$ cat src/rtl/stdp_update_gen_pkg.sv
`default_nettype none
// ============================================================================
// Module   : stdp_pkg
// Brief    : Shared types and STDP pair classification for stdp_update_gen.
// Revision : 1.0 - initial release
// ============================================================================
package stdp_pkg;

    localparam int c_TIME_W_MAX = 16;

    typedef enum logic [1:0] {
        IDLE,
        WINDOW,
        UPDATE
    } state_t;

    typedef enum logic [2:0] {
        NONE,
        CAPTURE,
        BACKOFF,
        SEARCH,
        MINUS
    } upd_kind_t;

    // Coincident pre/post spikes count as causal, hence <= for CAPTURE.
    function automatic upd_kind_t classify(
        input logic                    pre_seen,
        input logic                    post_seen,
        input logic [c_TIME_W_MAX-1:0] t_pre,
        input logic [c_TIME_W_MAX-1:0] t_post
    );
        upd_kind_t w_kind;
        w_kind = NONE;
        if (pre_seen && post_seen) begin
            w_kind = (t_pre <= t_post) ? CAPTURE : BACKOFF;
        end else if (post_seen) begin
            w_kind = SEARCH;
        end else if (pre_seen) begin
            w_kind = MINUS;
        end
        return w_kind;
    endfunction

endpackage
`default_nettype wire

$ cat src/rtl/stdp_update_gen_if.sv
`default_nettype none
// ============================================================================
// Module   : stdp_update_gen_if
// Brief    : Spike inputs and weight-update pulse outputs of stdp_update_gen.
// Revision : 1.0 - initial release
// ============================================================================
interface stdp_update_gen_if;

    logic gamma_start;
    logic pre_spike;
    logic post_spike;
    logic inc;
    logic dec;
    logic busy;

    modport master (
        output gamma_start, pre_spike, post_spike,
        input  inc, dec, busy
    );

    modport slave (
        input  gamma_start, pre_spike, post_spike,
        output inc, dec, busy
    );

endinterface
`default_nettype wire

$ cat src/rtl/stdp_update_gen_latch.sv
`default_nettype none
// ============================================================================
// Module   : first_spike_latch
// Brief    : Records whether and when the first spike of a window occurred.
// Revision : 1.0 - initial release
// ============================================================================
module first_spike_latch #(
    parameter int TIME_W = 4
) (
    input  wire logic              clk,
    input  wire logic              rst,
    input  wire logic              clear,
    input  wire logic              spike,
    input  wire logic [TIME_W-1:0] t,
    output logic                   seen,
    output logic [TIME_W-1:0]      t_first
);

    logic              r_seen;
    logic [TIME_W-1:0] r_t_first;

    // A clear cycle is also time 0 of the new window, so its spike is kept.
    always_ff @(posedge clk) begin
        if (!rst) begin
            r_seen    <= 1'b0;
            r_t_first <= '0;
        end else if (clear) begin
            r_seen    <= spike;
            r_t_first <= spike ? t : '0;
        end else if (spike && !r_seen) begin
            r_seen    <= 1'b1;
            r_t_first <= t;
        end
    end

    assign seen    = r_seen;
    assign t_first = r_t_first;

endmodule
`default_nettype wire

$ cat src/rtl/stdp_update_gen.sv
`default_nettype none
// ============================================================================
// Module   : stdp_update_gen
// Brief    : Times first pre/post spikes per gamma window and emits STDP
//            inc/dec pulse bursts for a downstream weight counter.
// Revision : 1.0 - initial release
// ============================================================================
module stdp_update_gen
    import stdp_pkg::*;
#(
    parameter int GAMMA_LEN = 16,
    parameter int STEP      = 1
) (
    input  wire logic         clk,
    input  wire logic         rst,
    stdp_update_gen_if.slave  bus
);

    localparam int TIME_W                    = (GAMMA_LEN > 1) ? $clog2(GAMMA_LEN) : 1;
    localparam int c_PCNT_W                  = 3;
    localparam logic [TIME_W-1:0]   c_T_LAST = TIME_W'(GAMMA_LEN - 1);
    localparam logic [c_PCNT_W-1:0] c_P_LAST = c_PCNT_W'(STEP - 1);

    state_t                r_state;
    logic [TIME_W-1:0]     r_t;
    logic [c_PCNT_W-1:0]   r_pcnt;
    logic                  r_inc;
    logic                  r_dec;

    logic                  w_start;
    logic                  w_sampling;
    logic                  w_last;
    logic [TIME_W-1:0]     w_t;
    logic                  w_pre_spk;
    logic                  w_post_spk;
    logic                  w_pre_seen;
    logic                  w_post_seen;
    logic [TIME_W-1:0]     w_t_pre;
    logic [TIME_W-1:0]     w_t_post;
    upd_kind_t             w_kind;

    assign w_start    = bus.gamma_start;
    assign w_sampling = w_start || (r_state == WINDOW);
    assign w_t        = w_start ? '0 : r_t;
    assign w_pre_spk  = w_sampling && bus.pre_spike;
    assign w_post_spk = w_sampling && bus.post_spike;
    assign w_last     = (r_state == WINDOW) && !w_start && (r_t == c_T_LAST);

    first_spike_latch #(.TIME_W(TIME_W)) u_pre_latch (
        .clk     (clk),
        .rst     (rst),
        .clear   (w_start),
        .spike   (w_pre_spk),
        .t       (w_t),
        .seen    (w_pre_seen),
        .t_first (w_t_pre)
    );

    first_spike_latch #(.TIME_W(TIME_W)) u_post_latch (
        .clk     (clk),
        .rst     (rst),
        .clear   (w_start),
        .spike   (w_post_spk),
        .t       (w_t),
        .seen    (w_post_seen),
        .t_first (w_t_post)
    );

    // Spikes in the final window cycle are not latched yet, so fold them in here.
    always_comb begin
        w_kind = classify(
            w_pre_seen  || w_pre_spk,
            w_post_seen || w_post_spk,
            c_TIME_W_MAX'(w_pre_seen  ? w_t_pre  : w_t),
            c_TIME_W_MAX'(w_post_seen ? w_t_post : w_t)
        );
    end

    always_ff @(posedge clk) begin
        if (!rst) begin
            r_state <= IDLE;
            r_t     <= '0;
            r_pcnt  <= '0;
            r_inc   <= 1'b0;
            r_dec   <= 1'b0;
        end else if (w_start) begin
            r_state <= WINDOW;
            r_t     <= TIME_W'(1);
            r_pcnt  <= '0;
            r_inc   <= 1'b0;
            r_dec   <= 1'b0;
        end else begin
            case (r_state)
                IDLE: begin
                    r_t <= '0;
                end
                WINDOW: begin
                    if (w_last) begin
                        r_t    <= '0;
                        r_pcnt <= '0;
                        case (w_kind)
                            CAPTURE, SEARCH: begin
                                r_state <= UPDATE;
                                r_inc   <= 1'b1;
                            end
                            BACKOFF, MINUS: begin
                                r_state <= UPDATE;
                                r_dec   <= 1'b1;
                            end
                            default: r_state <= IDLE;
                        endcase
                    end else begin
                        r_t <= r_t + TIME_W'(1);
                    end
                end
                UPDATE: begin
                    if (r_pcnt == c_P_LAST) begin
                        r_state <= IDLE;
                        r_inc   <= 1'b0;
                        r_dec   <= 1'b0;
                    end else begin
                        r_pcnt <= r_pcnt + c_PCNT_W'(1);
                    end
                end
                default: r_state <= IDLE;
            endcase
        end
    end

    assign bus.inc  = r_inc;
    assign bus.dec  = r_dec;
    assign bus.busy = (r_state != IDLE);

endmodule
`default_nettype wire

$ cat src/flat_wrapper.sv
// flat-port wrapper written by rule: the top's interface ports become plain ports
module stdp_update_gen_flat import stdp_pkg::*;
#(
    parameter int GAMMA_LEN = 16,
    parameter int STEP      = 1
)
  (clk, rst, bus_gamma_start, bus_pre_spike, bus_post_spike, bus_inc, bus_dec, bus_busy);
  stdp_update_gen_if bus_i ();
  input  wire logic clk;
  input  wire logic rst;
  input wire logic [$bits(bus_i.gamma_start)-1:0] bus_gamma_start;
  input wire logic [$bits(bus_i.pre_spike)-1:0] bus_pre_spike;
  input wire logic [$bits(bus_i.post_spike)-1:0] bus_post_spike;
  output wire logic [$bits(bus_i.inc)-1:0] bus_inc;
  output wire logic [$bits(bus_i.dec)-1:0] bus_dec;
  output wire logic [$bits(bus_i.busy)-1:0] bus_busy;
  assign bus_i.gamma_start = bus_gamma_start;
  assign bus_i.pre_spike = bus_pre_spike;
  assign bus_i.post_spike = bus_post_spike;
  assign bus_inc = bus_i.inc;
  assign bus_dec = bus_i.dec;
  assign bus_busy = bus_i.busy;
  stdp_update_gen #(.GAMMA_LEN(GAMMA_LEN), .STEP(STEP)) u_core (.clk(clk), .rst(rst), .bus(bus_i));
endmodule
$ cat config.mk
export PLATFORM = sky130hd
export DESIGN_NAME = stdp_update_gen_flat
export DESIGN_NICKNAME = d
export VERILOG_FILES = /design/src/rtl/stdp_update_gen_pkg.sv /design/src/rtl/stdp_update_gen_if.sv /design/src/rtl/stdp_update_gen_latch.sv /design/src/rtl/stdp_update_gen.sv /design/src/flat_wrapper.sv
export SDC_FILE = /design/constraint.sdc
export NUM_CORES = 1
export LEC_CHECK = 0
export BUFFER_PORTS_ARGS = -buffer_cell sky130_fd_sc_hd__buf_4
export CAP_MARGIN = 20
export CORE_UTILIZATION = 45
export DETAILED_ROUTE_END_ITERATION = 7
export HOLD_SLACK_MARGIN = 0.12
export SYNTH_ARGS = -nofsm -noshare
export SYNTH_HDL_FRONTEND = slang
export SYNTH_SLANG_ARGS = --single-unit
export TNS_END_PERCENT = 30
$ cat constraint.sdc
create_clock -name clk -period 6.85 [get_ports clk]
set_clock_uncertainty 0.1 [all_clocks]
set_input_delay 1.0275 -clock clk [delete_from_list [all_inputs] [get_ports clk]]
set_output_delay 1.0275 -clock clk [all_outputs]
set_load 0.05 [all_outputs]
==> flow_metrics.py <==
metrics = {
    "power": {
        "combPwrFrac_pct": 14.8,
        "finalPower_mw": 0.2247,
        "power.density_mw_per_mm2": 165.0,
        "seqPwrFrac_pct": 57.4,
        "p_int_mw": 0.1601,
        "peakVddDrop_uv": 120.0,
        "clkPwrFrac_pct": 27.8,
        "netSwitchingPower_mw": 0.06458,
        "p_leak_nw": 0.5172,
        "switching_share_pct": 28.74,
    },
    "clock_network": {
        "htree_levels": 1,
        "cts_made_buffers": 3,
        "cts.sinks": 21,
        "ctsRootBufferMaster": "clkbuf_4",
        "clock_latency_ns": 0.31,
        "path_clk_slew_ns": 0.12,
        "cts_setup_buffers": 0,
        "cts_tree": "done",
        "max-clock-path-buffers": 2,
        "ctsHoldBuffers": 0,
        "postCtsResizedCells": 0,
    },
    "synthesis": {
        "synth_commonest_cells": "nand2_1, dfxtp_1, nor2_1",
        "ys_ff_latch": 21,
        "synthCells": 157,
        "ys_types": 40,
        "avgSynthCellArea_um2": 8.153,
        "syn_nets": 172,
        "synth_edf_count": 0,
        "synth.most_common_cell": "nand2_1",
        "synth_ff_type": "dfxtp_1",
        "synth-async-reset-ratio_pct": 0,
        "yosysTopAreaCellShare_pct": 32.84,
        "ys.warnings.count": 0,
        "synth_area_leaders": "dfxtp_1, ha_1, nand2_1",
        "yosysSeqAreaShare_pct": 32.84,
        "netlist_area_mm2": 0.001280,
        "yosys.area.top_type": "dfxtp_1",
    },
    "detailed_routing": {
        "drcViolationCount": 0,
        "antenna_left": 0,
        "via_count": 1107,
        "wl_um": 2733,
        "wl_met2_um": 1261,
        "highest_layer": "met3",
        "vias_per_cell": 5.796,
        "wl_per_cell_um": 14.31,
        "drtIter0Drc": 31,
        "met3_length_um": 89,
        "m1WireLength_um": 1381,
        "first_pass_iters": 4,
    },
    "setup_path": {
        "crit_type": "in -> reg",
        "crit_path_cell_trace": "buf_4 > inv_1 > nand2_1 > nor2_1 > a21oi_1 > ha_1 > and4_4 > nor2b_2 > a2111oi_4 > mux2_4 > a21oi_2",
        "cp.arrival_ns": 3.11,
        "crit_buf_inv": 2,
        "worstPathMaxFanout": 7,
        "slowest_delay_ns": 0.35,
        "cp_top_family": "simple AND/OR/NAND/NOR gates",
        "start_kind": "primary input",
        "cpMaxStageDelayCell": "ha_1",
        "crit_required_ns": 7.00,
        "endpoint_kind": "flop",
    },
    "sta": {
        "tns_ns": 0,
        "rsz0062_at_grt": "no",
        "setup_ws_ns": 3.888,
        "period_needed_ns": 2.962,
        "clock.fmax_mhz": 337.7,
        "worst_pin_slew_ns": 0.6532,
        "relSlewSlack_pct": 56.35,
        "fin_crit_sh_pct": 43.23,
        "hold_viol_final": 0,
        "hold_slack_ns": 0.3809,
        "setup_viol": 0,
        "drv_slew": 0,
    },
    "worst_hold_path": {
        "hold_class": "reg -> reg",
    },
    "global_routing": {
        "track_usage_pct": 19.57,
        "grt_pass1_vias": 1101,
        "grt_pass1_wl_um": 4843,
        "grt.overflow.total": 0,
        "antenna_found_initial": 0,
        "grt_max_degree": 20,
    },
    "place": {
        "port_buffers": 7,
        "dp_hpwl_um": 2033,
        "post-place-ws_ns": 3.560,
        "gp_congestion": 0.8589,
        "placed_cells_incl_taps": 187,
        "placed_area_mm2": 0.001335,
    },
    "finish": {
        "nFillCells": 254,
        "area_growth_pct": 6.354,
        "utilization_pct": 52.56,
        "nets": 177,
        "antenna_cells": 0,
        "instances_no_fill": 191,
        "regArea_um2": 420.4,
        "multi_input_area_um2": 790.8,
        "final_area_mm2": 0.001361,
        "drive_gt1_share_pct": 12.42,
    },
    "status": {
        "status": "completed",
    },
    "floorplanning": {
        "dieArea_mm2": 0.003061,
        "core_area_mm2": 0.002590,
        "placementRows": 18,
        "die_w_um": 55.33,
        "io_pins": 8,
        "start_util_pct": 49.42,
        "die_h_um": 55.33,
    },
    "flow_run": {
        "cap_violations": 0,
    },
}
## layout by cell type (no fill, tap or decap), types with 3 or more instances in the layout
master / count
nand3_1: 4
nor2_1: 16
ha_1: 10
a21oi_1: 14
nor2b_1: 4
nand2_1: 22
o21ai_0: 15
a31oi_1: 3
mux2i_1: 4
dfxtp_1: 21
o21a_1: 3
inv_1: 9
clkbuf_4: 3
buf_4: 7
## cells by family after synthesis
kind of cell | share of synthesized area [%]
multiplexers | 6.060
buffers and inverters | 5.377
adder cells (fa/ha/maj) | 9.775
AO/OA/AOI/OAI | 24.44
AND/OR/NAND/NOR | 21.51
flip-flops | 32.84
## worst min-delay path, stage by stage (launching register included)
cell and delay [ns]:
dfxtp_1 0.34, nand2_1 0.06, a21oi_1 0.05
## state kept, by name (all words and copies together) (netlist names)
signal and count:
u_core.r_t 4, u_core.u_post_latch.t_first 4, u_core.u_post_latch.seen 1, u_core.bus.dec 1, u_core.u_pre_latch.t_first 4, u_core.bus.inc 1
u_core.u_pre_latch.seen 1, u_core.r_state 2, u_core.r_pcnt 3
## power by group through the flow
stage / logic, mW / registers (mW) / clock network (mW)
5_1_grt: 0.0370 / 0.130 / 0.0721
6_report: 0.0333 / 0.129 / 0.0624
4_1_cts: 0.0332 / 0.129 / 0.0657
2_1_floorplan: 0.0272 / 0.129 / 0
3_3_place_gp: 0.0325 / 0.132 / 0
3_5_place_dp: 0.0331 / 0.132 / 0
## path summary, 6_finish.rpt
path                             from          endpoint  slack, ns  depth (start not counted)
max                   bus_gamma_start    u_core.bus.dec       3.89                         11
max reg2reg  u_core.u_post_latch.seen    u_core.bus.dec       4.29                          8
min reg2reg          u_core.r_pcnt[2]  u_core.r_pcnt[2]       0.38                          2
min                  u_core.r_pcnt[2]  u_core.r_pcnt[2]       0.38                          2
## final cells by class
cell class                 count  area share [%]
multi-input combinational    120           58.09
timing repair buffer           7           3.860
inverter                       9           2.482
clock buffer                   4           1.930
sequential                    21           30.88
tap                           30           2.757
## metal layers
layer  global-route usage (%)  vias to the layer above
li1                         -                      558
met1                    25.94                      533
met2                    32.01                       16
met3                    5.152                        0
met4                    3.929                        0
met5                        0                        -
(Power assumes the default switching activity.)
